File: src/rtl/ioctl_pkg.sv
// Shared definitions for the ioctl download path: FSM state encoding and default
// write spacing, reused by both the sender and receiver-side blocks.
package ioctl_pkg;

    typedef enum logic [2:0] {
        ST_IDLE   = 3'd0,
        ST_ARM    = 3'd1,
        ST_FETCH  = 3'd2,
        ST_WRITE  = 3'd3,
        ST_HOLD   = 3'd4,
        ST_FINISH = 3'd5
    } ioctl_state_t;

    localparam int IOCTL_WR_GAP_DEFAULT = 3;

endpackage

File: src/rtl/ioctl_sender.sv
// Streams a byte source into the ioctl download interface, one ioctl_wr pulse per
// byte, with a minimum pulse spacing and core back-pressure via ioctl_wait.
module ioctl_sender
    import ioctl_pkg::*;
#(
    parameter int WR_GAP = IOCTL_WR_GAP_DEFAULT,
    parameter int ADDR_W = 25
) (
    input  logic              clk_sys,
    input  logic              reset_n,
    input  logic              start,
    input  logic [7:0]        index,
    input  logic [ADDR_W-1:0] length,
    input  logic              abort,
    input  logic              src_valid,
    input  logic [7:0]        src_data,
    output logic              src_ready,
    output logic              ioctl_download,
    output logic              ioctl_wr,
    output logic [ADDR_W-1:0] ioctl_addr,
    output logic [7:0]        ioctl_dout,
    output logic [7:0]        ioctl_index,
    input  logic              ioctl_wait,
    output logic              busy,
    output logic              done
);

    localparam int GAP_EFF  = (WR_GAP < 1) ? 1 : WR_GAP;
    // WRITE -> HOLD -> FETCH -> WRITE already spans 3 cycles; HOLD only pads beyond that.
    localparam int HOLD_MIN = (GAP_EFF > 3) ? GAP_EFF - 2 : 1;
    localparam int GAP_W    = $clog2(HOLD_MIN + 1);

    ioctl_state_t      state_q, state_d;
    logic [ADDR_W-1:0] length_q;
    logic [ADDR_W-1:0] byte_cnt;
    logic [GAP_W-1:0]  gap_cnt;
    logic              gap_ok;
    logic              src_hs;

    assign gap_ok         = (gap_cnt >= GAP_W'(HOLD_MIN));
    assign src_ready      = (state_q == ST_FETCH) && !abort;
    assign src_hs         = src_ready && src_valid;
    assign ioctl_wr       = (state_q == ST_WRITE) && !ioctl_wait;
    assign ioctl_download = (state_q != ST_IDLE) && (state_q != ST_FINISH);
    assign busy           = (state_q != ST_IDLE);
    assign done           = (state_q == ST_FINISH);

    // NOTE: state_d gets its default before the case so no path leaves it unassigned,
    // which would otherwise infer a latch.
    always_comb begin
        state_d = state_q;
        unique case (state_q)
            ST_IDLE:   if (start) state_d = ST_ARM;
            ST_ARM: begin
                if (abort || length_q == '0) state_d = ST_FINISH;
                else                         state_d = ST_FETCH;
            end
            ST_FETCH: begin
                if (abort)          state_d = ST_FINISH;
                else if (src_valid) state_d = ST_WRITE;
            end
            // A stalled write still completes before an abort takes effect.
            ST_WRITE:  if (!ioctl_wait) state_d = abort ? ST_FINISH : ST_HOLD;
            ST_HOLD: begin
                if (abort)                          state_d = ST_FINISH;
                else if (gap_ok && !ioctl_wait)     state_d = (byte_cnt == length_q) ? ST_FINISH : ST_FETCH;
            end
            ST_FINISH: state_d = ST_IDLE;
            default:   state_d = ST_IDLE;
        endcase
    end

    // NOTE: all state here uses non-blocking assignments so every register samples
    // the pre-edge values of the others, independent of statement order.
    always_ff @(posedge clk_sys) begin
        if (!reset_n) begin
            state_q     <= ST_IDLE;
            length_q    <= '0;
            byte_cnt    <= '0;
            gap_cnt     <= '0;
            ioctl_addr  <= '0;
            ioctl_dout  <= '0;
            ioctl_index <= '0;
        end else begin
            state_q <= state_d;
            if (state_q == ST_IDLE && start) begin
                ioctl_index <= index;
                length_q    <= length;
                byte_cnt    <= '0;
                ioctl_addr  <= '0;
            end
            // byte_cnt advances right after the wr pulse, but ioctl_addr only picks it
            // up with the next byte, keeping addr/dout steady through HOLD and FETCH.
            if (src_hs) begin
                ioctl_dout <= src_data;
                ioctl_addr <= byte_cnt;
            end
            if (ioctl_wr) begin
                byte_cnt <= byte_cnt + 1'b1;
                gap_cnt  <= GAP_W'(1);
            end else if (state_q == ST_HOLD && !gap_ok) begin
                gap_cnt <= gap_cnt + 1'b1;
            end
        end
    end

endmodule
File: config.mk
export PLATFORM = sky130hd
export DESIGN_NAME = ioctl_sender
export DESIGN_NICKNAME = d
export VERILOG_FILES = /design/src/rtl/ioctl_pkg.sv /design/src/rtl/ioctl_sender.sv
export SDC_FILE = /design/constraint.sdc
export NUM_CORES = 1
export LEC_CHECK = 0
export BUFFER_PORTS_ARGS = -buffer_cell sky130_fd_sc_hd__buf_2
export CORE_MARGIN = 2
export CORE_UTILIZATION = 49
export DETAILED_ROUTE_END_ITERATION = 8
export GPL_TIMING_DRIVEN = 1
export HOLD_SLACK_MARGIN = 0.08
export PLACE_DENSITY = 0.76
export SLEW_MARGIN = 20
export SYNTH_ARGS = -nofsm -noshare
export SYNTH_HDL_FRONTEND = slang
export SYNTH_SLANG_ARGS = --single-unit
File: constraint.sdc
create_clock -name clk_sys -period 1.8 [get_ports clk_sys]
set_clock_uncertainty 0.1 [all_clocks]
set_input_delay 0.18 -clock clk_sys [delete_from_list [all_inputs] [get_ports clk_sys]]
set_output_delay 0.18 -clock clk_sys [all_outputs]
set_load 0.05 [all_outputs]
==> impl_results.md <==
- Seq cells post-synth: 95
- Main synth FF type: dfxtp_1
- Ant diodes: 0
- DRT Wirelength: 13.5 mm
- Static leakage: 0.00255 µW
- Crit end category: output pin
- Post-synth EDFFs: 0
- Die ar.: 9250 µm²
- Placed Instances: 736
- Routability cong.: 0.914
- Commonest cells in the synthesized netlist: nand2_1 (106), dfxtp_1 (95), a21oi_1 (65), nor2_1 (51), xnor2_1 (26)
- Fraction of layout cells with a size suffix above 1: 0.349
- Die height: 96.2 µm
- Tightest Hold Check Type: input port to flop
- Routed vias/inst: 5.61
- Tcrit/Tclk final: 1.07
- Bufs and invs on worst path: 3
- Worst Path Max Fanout: 15
- Width of the chip: 96.2 µm
- Metal3 WL: 1.01 mm
- Antenna violations before repair: 0
- Final hold vios: 0
- DR WL met2: 6.73 mm
- TritonCTS clock tree: built
- Final Non-Filler Cells: 801
- Vias in the first global route: 4146
- Max-slew headroom: 0.678
- PD cells: 779 nW/µm²
- Violated checks: negative setup slack
- Dpl ws: -0.179 ns
- Largest net degree at the start of global routing: 47
- DRT iter0 DRCs: 249
- Initial core utilization: 0.506
- Bufs on Longest Clock Path: 2
- Most area-consuming cells after synthesis: dfxtp_1 (46%), nand2_1 (9.6%), a21oi_1 (7.8%), xnor2_1 (5.5%), nor2_1 (4.6%)
- CP Class: flop to output pin
- Cell area after synthesis: 4160 µm²
- Max Slew Vio Count: 0
- First-pass GRT wire length: 19.7 mm
- CTS Sinks: 95
- Async SR Flop Fraction: 0
- Minimum clock period: 1.93 ns
- Least-Margin Pin Slew: 0.482 ns
- Core footprint: 8220 µm²
- Sequential share of the synthesized area: 0.457
- GRT Util Overall: 0.275
- CP delay by family, top: simple AND/OR/NAND/NOR gates
- Vias: 4490
- Post-place instance area: 5230 µm²
- Setup violators final: 17
- Critical path data arrival time: 1.65 ns
- Max_cap viols: 0
- Finished Cell Area: 6160 µm²
- Slowest CP cell: or3b_4
- Outcome: finished, violations left
- Num ports: 93
- TritonCTS Buffers: 9
- Routed wire per std cell: 16.9 µm
- Total power: 4800 µW
- GRT overflow: 0
- Worst Path Required: 1.52 ns
- Unrepaired setup endpoints after global routing: true
- Synth top area share: 0.457
- Worst setup SP type: flop
- Port Buffers: 92
- Syn nets: 565
- Crit-path cells: nand2b_4, or3b_4, clkinv_8, buf_6, buf_8
- CTS root buffer: clkbuf_8
- Layout Nets: 739
- FMAX: 518 MHz
- Largest area contributor in the netlist: dfxtp_1
- Count leader, synth: nand2_1
- H-tree depth: 3
- Max incr delay on CP: 0.42 ns
- Clk slew on worst S/H paths: 0.09 ns
- Row count: 33
- Peak supply drop: 0.486 mV
- DRT antenna net count: 0
- Clock Latency Late Sink: 0.37 ns
- Synth cell types: 52
- Wire length on met1: 5.43 mm
- Dpl hpwl: 8.34 mm
- Final WS setup: -0.130 ns
- Post-synthesis area per instance: 8.05 µm²
- Yosys warns: 0
- Top routing layer in use: met4
- Post-Synthesis Cells: 517
- Drt drc: 0
- DRT Pass-1 Iters: 5
- P&R area growth vs syn: 47.9%
- FILL cells: 559
repair_timing:
action                                  4_1_cts  5_1_grt
endpoints found under the setup margin       57       55
setup buffers                                 0        4
hold buffers                                 42        0
cloned                                        1        2
pin swaps                                     2       17
gates resized for setup                      18       47
endpoints found under the hold margin        47        0
report_power, final:
| group | total [µW] | internal (µW) | switching, µW |
|---|---|---|---|
| sequential | 2280 | 2190 | 90.2 |
| combinational | 1100 | 449 | 654 |
| clock | 1410 | 642 | 772 |
| total | 4800 | 3280 | 1520 |
metrics by stage:
step	hold WS [ns]	setup TNS, ns	util
2_1_floorplan	0.198	-7.28	-
3_3_place_gp	0.322	-2.58	0.636
3_5_place_dp	0.325	-4.17	0.636
4_1_cts	0.141	-0.846	0.719
5_1_grt	0.231	-2.52	0.749
6_report	0.177	-1.01	0.749
flip-flops by register name (all words and copies together), names as in the netlist:
name	count
ioctl_dout	8
state_q	3
gap_cnt	1
ioctl_index	8
ioctl_addr	25
length_q	25
byte_cnt	25
routing by layer:
layer  track usage  up-vias
li1              -     2131
met2         0.485      192
met3        0.0446       40
met1         0.335     2127
met5             0        -
met4        0.0988        0
area by class of cell:
class                   instances  area, µm²  share of cell area
clock inverters                 7       71.3              0.0116
repair buffers                197       1480               0.240
flip-flops and latches         95       1910               0.311
inverters                       5       31.3             0.00508
clock buffers                   9        124              0.0201
multi-input cells             383       2410               0.391
well taps                     105        131              0.0213
final timing paths:
| check | from | end | slack, ns | cells past startpoint |
|---|---|---|---|---|
| worst max-delay path | state_q[2] | ioctl_wr | -0.13 | 5 |
| worst min-delay path | abort | state_q[1] | 0.18 | 4 |
| worst max register to register | state_q[2] | byte_cnt[22] | -0.12 | 8 |
| worst min register to register | ioctl_dout[1] | ioctl_dout[1] | 0.36 | 2 |
worst reg2reg max path, cell delays in order, from the launching register on:
cell	delay, ns
dfxtp_2	0.33
nand2b_4	0.13
or3b_4	0.42
clkinv_8	0.07
nand4_4	0.12
nor3_4	0.18
nand3_1	0.13
mux2_4	0.31
nor2_1	0.09
layout by cell type (no fill, tap or decap), drive strengths merged, types with 2 or more instances in the layout:
cell type	Yosys	final
buf	18	154
nand2	106	106
dfxtp	95	95
a21oi	65	65
nor2	51	52
dlygate4sd3	0	42
xnor2	26	26
a22oi	25	25
nand3	15	15
o21ai	12	12
clkbuf	17	10
nor3	10	10
nand4	9	9
nor4	9	9
and3	7	7
inv	4	5
o211ai	4	4
or3	4	4
and2	4	4
mux2	4	4
clkinvlp	0	3
or2	3	3
clkinv	1	3
or4	2	2
nor3b	2	2
o211a	2	2
nand3b	2	2
nand2b	2	2
a31oi	2	2
cells by family after synthesis:
kind of cell    Yosys count  synth area share
fa+ha+maj                 1           0.00301
compound gates          118             0.169
xor+xnor                 27            0.0568
buf+inv                  40            0.0433
flops                    95             0.457
mux                       5            0.0132
simple gates            231             0.258
No activity file was read; power rests on OpenSTA's default activity.
